$ cat src/rtl/sync_pkg.sv
// sync_pkg: state codes and widths shared by the acquisition sequencer, the
// self-test pattern generator and the state display/readout path.
package sync_pkg;
  localparam int STATE_W     = 8;
  localparam int STATE_COUNT = 9;
  typedef enum logic [STATE_W-1:0] {
    IDLE              = 8'd0,
    FG_WAIT_OPTO      = 8'd1,
    FG_WAIT_OPEN      = 8'd2,
    WAIT_PHASE_FRONT  = 8'd3,
    WAIT_PHASE_DELAY  = 8'd4,
    TRIGGER_PROLONG   = 8'd5,
    DETECTOR_BUSY     = 8'd6,
    DETECTOR_WAIT     = 8'd7,
    DETECTOR_FINISHED = 8'd8
  } sync_state_t;
endpackage

$ cat src/rtl/sync_2ff.sv
// sync_2ff: W-bit two-flop synchronizer, async active-low reset.
// Ports: clock, reset_n, d (async inputs), q (synchronized outputs).
module sync_2ff #(
  parameter int W = 1
) (
  input  logic         clock,
  input  logic         reset_n,
  input  logic [W-1:0] d,
  output logic [W-1:0] q
);
  logic [W-1:0] meta;
  always_ff @(posedge clock or negedge reset_n)
    if (!reset_n) begin
      meta <= '0;
      q    <= '0;
    end else begin
      meta <= d;
      q    <= meta;
    end
endmodule

$ cat src/rtl/sync_fsm.sv
// sync_fsm: acquisition sequencer (arm, frame grabber, phase front + delay, trigger, detector handshake).
// Ports: clock, reset_n (async low); start, abort (sync); opto, fg_open, phase, det_busy (async);
//        trigger, done, timeout (registered pulses/levels); state_out (8-bit state code).
// Build option: define SYNC_FSM_TIMEOUT_EN to compile in the wait-state timeout.
module sync_fsm
  import sync_pkg::*;
#(
  parameter int CNT_W        = 24,
  parameter int PHASE_DELAY  = 1000,
  parameter int TRIGGER_LEN  = 500,
  parameter int WAIT_TIMEOUT = 1000000
) (
  input  logic               clock,
  input  logic               reset_n,
  input  logic               start,
  input  logic               abort,
  input  logic               opto,
  input  logic               fg_open,
  input  logic               phase,
  input  logic               det_busy,
  output logic               trigger,
  output logic               done,
  output logic               timeout,
  output logic [STATE_W-1:0] state_out
);
`ifdef SYNC_FSM_TIMEOUT_EN
  localparam bit TO_EN = 1'b1;
`else
  localparam bit TO_EN = 1'b0;
`endif
  localparam logic [CNT_W-1:0] PD_LAST = CNT_W'(PHASE_DELAY - 1);
  localparam logic [CNT_W-1:0] TL_LAST = CNT_W'(TRIGGER_LEN - 1);
  localparam logic [CNT_W-1:0] TO_LAST = CNT_W'(WAIT_TIMEOUT - 1);
  sync_state_t state, state_next, tgt;
  logic [CNT_W-1:0] cnt;
  logic opto_s, fg_open_s, phase_s, det_busy_s, phase_q;
  logic go, wait_st, to_hit, front;
  sync_2ff #(.W(4)) u_sync (
    .clock  (clock),
    .reset_n(reset_n),
    .d      ({det_busy, phase, fg_open, opto}),
    .q      ({det_busy_s, phase_s, fg_open_s, opto_s})
  );
  // A front needs phase_s low on the previous cycle, so a level already high
  // on entry to WAIT_PHASE_FRONT is never taken as a front.
  assign front = phase_s & ~phase_q;
  always_comb begin
    go  = 1'b1;
    tgt = IDLE;
    unique case (state)
      IDLE:             begin go = start;          tgt = FG_WAIT_OPTO;      end
      FG_WAIT_OPTO:     begin go = opto_s;         tgt = FG_WAIT_OPEN;      end
      FG_WAIT_OPEN:     begin go = fg_open_s;      tgt = WAIT_PHASE_FRONT;  end
      WAIT_PHASE_FRONT: begin go = front;          tgt = WAIT_PHASE_DELAY;  end
      WAIT_PHASE_DELAY: begin go = cnt == PD_LAST; tgt = TRIGGER_PROLONG;   end
      TRIGGER_PROLONG:  begin go = cnt == TL_LAST; tgt = DETECTOR_BUSY;     end
      DETECTOR_BUSY:    begin go = det_busy_s;     tgt = DETECTOR_WAIT;     end
      DETECTOR_WAIT:    begin go = ~det_busy_s;    tgt = DETECTOR_FINISHED; end
      default:          begin go = 1'b1;           tgt = IDLE;              end
    endcase
    wait_st    = state inside {FG_WAIT_OPTO, FG_WAIT_OPEN, WAIT_PHASE_FRONT, DETECTOR_BUSY, DETECTOR_WAIT};
    // Exit condition beats timeout; abort suppresses the timeout pulse.
    to_hit     = TO_EN && wait_st && !go && !abort && cnt == TO_LAST;
    state_next = (abort || to_hit) ? IDLE : go ? tgt : state;
  end
  always_ff @(posedge clock or negedge reset_n)
    if (!reset_n) begin
      state   <= IDLE;
      cnt     <= '0;
      phase_q <= 1'b0;
      trigger <= 1'b0;
      done    <= 1'b0;
      timeout <= 1'b0;
    end else begin
      state   <= state_next;
      cnt     <= (state_next != state) ? '0 : cnt + {{(CNT_W-1){1'b0}}, ~&cnt};
      phase_q <= phase_s;
      trigger <= state_next == TRIGGER_PROLONG;
      done    <= state_next == DETECTOR_FINISHED;
      timeout <= to_hit;
    end
  assign state_out = state;
endmodule

$ cat config.mk
export PLATFORM = sky130hd
export DESIGN_NAME = sync_fsm
export DESIGN_NICKNAME = d
export VERILOG_FILES = /design/src/rtl/sync_pkg.sv /design/src/rtl/sync_2ff.sv /design/src/rtl/sync_fsm.sv
export SDC_FILE = /design/constraint.sdc
export NUM_CORES = 1
export LEC_CHECK = 0
export ABC_CLOCK_PERIOD_IN_PS = 2630
export CORE_MARGIN = 10
export CORE_UTILIZATION = 25
export DETAILED_ROUTE_END_ITERATION = 8
export DONT_BUFFER_PORTS = 1
export GPL_TIMING_DRIVEN = 0
export PLACE_DENSITY = 0.49
export SYNTH_ARGS = -nofsm -noshare
export SYNTH_HDL_FRONTEND = slang
export SYNTH_HIERARCHICAL = 1
export SYNTH_SLANG_ARGS = --single-unit
$ cat constraint.sdc
create_clock -name clock -period 2.63 [get_ports clock]
set_input_delay 0.526 -clock clock [delete_from_list [all_inputs] [get_ports clock]]
set_output_delay 0.526 -clock clock [all_outputs]
set_load 0.1 [all_outputs]
==> flow_metrics.env <==
export IMPL_status="finished clean"
export IMPL_worst_slack_ns=0.154
export IMPL_async_flop_share_pct=100
export IMPL_maxCapViolations=0
export IMPL_ir_drop_mv=0.299
export IMPL_final_nets=217
export IMPL_grt_start_max_net_pins=44
export IMPL_grt_pass1_wl_um=7500
export IMPL_start_util_pct=26.1
export IMPL_crit_fanout=8
export IMPL_grt_use_total_pct=7.28
export IMPL_fin_crit_ns=2.48
export IMPL_clockRootBuffer="clkbuf_8"
export IMPL_synth_area_um2=2050
export IMPL_worstPathArrival_ns=2.65
export IMPL_netlist_instances=191
export IMPL_p_leak_nw=0.874
export IMPL_routed_wl_um=4450
export IMPL_die_w_um=110
export IMPL_synth_area_leaders="dfrtp_1, a21oi_1, xnor2_1"
export IMPL_post_synth_top_area_cell="dfrtp_1"
export IMPL_setup_tns_ns=0
export IMPL_synth_seq_cells=43
export IMPL_cts_path_max_buffers=2
export IMPL_place_congestion=0.744
export IMPL_grt_ovfl_total=0
export IMPL_numClockSinks=43
export IMPL_vias_per_cell=4.78
export IMPL_synth_edf_count=0
export IMPL_drive_above_1_share_pct=22.2
export IMPL_dieArea_um2=12200
export IMPL_path_clk_slew_ns=0.08
export IMPL_rows=32
export IMPL_num_io_pins=19
export IMPL_netlist_area_leader_share_pct=52.6
export IMPL_endpoint_kind="flop"
export IMPL_hold_class="input pin to async pin"
export IMPL_crit_type="flop to flop"
export IMPL_clkPwrFrac_pct=36.5
export IMPL_drv_slew=0
export IMPL_setup_viol=0
export IMPL_vias=1477
export IMPL_seq_area_frac_synth_pct=52.6
export IMPL_slew_headroom_pct=40.2
export IMPL_first_pass_iters=4
export IMPL_max_clock_freq_ghz=0.404
export IMPL_synth_flop_cell="dfrtp_1"
export IMPL_cts_tree="yes"
export IMPL_diodes=0
export IMPL_wire_per_inst_um=14.4
export IMPL_ys_types=43
export IMPL_swShare_pct=24.1
export IMPL_place_ws_ns=-0.246
export IMPL_switching_power_uw=283
export IMPL_cts_max_level=2
export IMPL_p_per_area_nw_per_um2=491
export IMPL_multi_input_area_um2=925
export IMPL_cts_buffers=5
export IMPL_syn_area_per_cell_um2=10.7
export IMPL_period_share_pct=94.2
export IMPL_p_comb_share_pct=3.7
export IMPL_pwr_share_seq_pct=59.9
export IMPL_cp_start_kind="flop"
export IMPL_core_um2=7850
export IMPL_dp_hpwl_um=2970
export IMPL_p_int_uw=890
export IMPL_clkLatencyLatePin_ns=0.29
export IMPL_ant_nets=0
export IMPL_port_buffers=0
export IMPL_fin_skew_ns=0.00369
export IMPL_rsz0062_at_grt="false"
export IMPL_antenna_found_initial=0
export IMPL_syn2layout_area_growth_pct=16.8
export IMPL_ys_warn_count=6
export IMPL_nFillCells=841
export IMPL_grt_pass1_vias=1454
export IMPL_seq_area_um2=1100
export IMPL_drc=0
export IMPL_drtIter0Drc=70
export IMPL_required_ns=2.80
export IMPL_die_h_um=110
export IMPL_worst_slew_pin_slew_ns=0.897
export IMPL_hold_viol=0
==> metrics by stage <==
stage / area (um2) / cells / power [mW] / hold WS, ns / util [%]
6_report: 2390 / 309 / 1.17 / 0.0668 / 30.4
3_3_place_gp: 2190 / 297 / 0.739 / 0.232 / 27.9
2_1_floorplan: 2060 / 195 / 0.735 / 0.230 / -
5_1_grt: 2390 / 309 / 1.23 / 0.0544 / 30.4
4_1_cts: 2310 / 304 / 1.19 / 0.0665 / 29.4
3_5_place_dp: 2190 / 297 / 0.740 / 0.232 / 27.9
==> placed cells by master (no fill, tap or decap), types with 2 or more instances in the layout <==
cell	instances
inv_1	4
dfrtp_2	7
or4_1	2
dfrtp_4	3
nand3_1	14
nand4_1	6
a21boi_0	3
clkbuf_1	2
dfrtp_1	33
a21oi_1	26
and4_1	2
clkbuf_4	3
xor2_1	9
clkbuf_8	7
nand2_1	7
nor4_1	2
nor2_1	8
conb_1	5
nor3_1	9
buf_2	2
or3_1	2
xnor2_1	14
nor4_2	2
buf_4	6
==> power by group through the flow <==
stage          logic [mW]  clock network [mW]  registers, mW
2_1_floorplan      0.0216                   0          0.713
3_3_place_gp       0.0247                   0          0.715
3_5_place_dp       0.0246                   0          0.715
4_1_cts            0.0429               0.444          0.702
5_1_grt            0.0484               0.478          0.704
6_report           0.0430               0.428          0.702
==> path summary, 6_finish.rpt <==
check                                    start        endpoint  slack (ns)  depth (start not counted)
worst min-delay path                   reset_n    state_out[1]        0.07                          1
worst max register to register          cnt[3]         cnt[12]        0.15                          9
max in group asynchronous              reset_n         cnt[17]        2.35                          1
min in group clock                    det_busy  u_sync/meta[3]        0.26                          0
worst min register to register  u_sync/meta[2]     u_sync/q[2]        0.35                          0
worst max-delay path                    cnt[3]         cnt[12]        0.15                          9
==> critical path: stages, from the launching register on <==
cell and delay [ns]:
dfrtp_1 0.46, and3_2 0.31, nand4_1 0.11, or4_1 0.49
ha_1 0.23, ha_4 0.20, and4_2 0.24, nand3_1 0.10
xor2_1 0.15, a21oi_1 0.05
==> per-layer routing <==
metal  GRT usage [%]  part of all wire (%)
met1            10.1                    50
met2            10.1                    45
met3            2.32                   2.8
met4            2.76                   1.4
met5               0                     0
==> cells in the mapped netlist (all sizes together), types with 2 or more instances <==
library cell / instances
dfrtp: 43
a21oi: 26
nand3: 15
xnor2: 14
nor3: 9
xor2: 9
nand2: 8
nor2: 8
buf: 6
nand4: 6
clkbuf: 5
and4: 4
inv: 4
nor4: 4
a21boi: 3
a211oi: 2
and2: 2
and3: 2
ha: 2
or3: 2
or4: 2
==> flip-flops by register name (all words and copies together) (netlist names) <==
name         flops
cnt             24
state_out        8
u_sync/meta      4
u_sync/q         4
done             1
phase_q          1
trigger          1
==> timing repair <==
action	CTS	global route
setup endpoints to repair	29	22
hold buffers	1	0
endpoints found under the hold margin	43	0
buffers inserted	0	5
resized for setup	7	16
==> area by class of cell <==
class	count	share of cell area, %
flip-flops and latches	43	45.9
multi-input cells	137	38.7
well taps	102	5.34
clock buffers	6	3.46
plain buffers	10	3.04
repair buffers	6	2.72
inverters	4	0.629
clock inverters	1	0.210
==> kinds of logic (layout without fill, tap and decap cells) <==
logic type | Yosys count | in the layout | share of synthesized area, %
buffers and inverters | 15 | 27 | 4.22
AND/OR/NAND/NOR | 68 | 68 | 19.3
XOR/XNOR | 23 | 23 | 9.85
adder cells (fa/ha/maj) | 2 | 2 | 1.22
AO/OA/AOI/OAI | 39 | 39 | 12.6
flip-flops | 43 | 43 | 52.6
other | 1 | 5 | 0.183
Note: power is estimated with default switching activity, not from simulation.
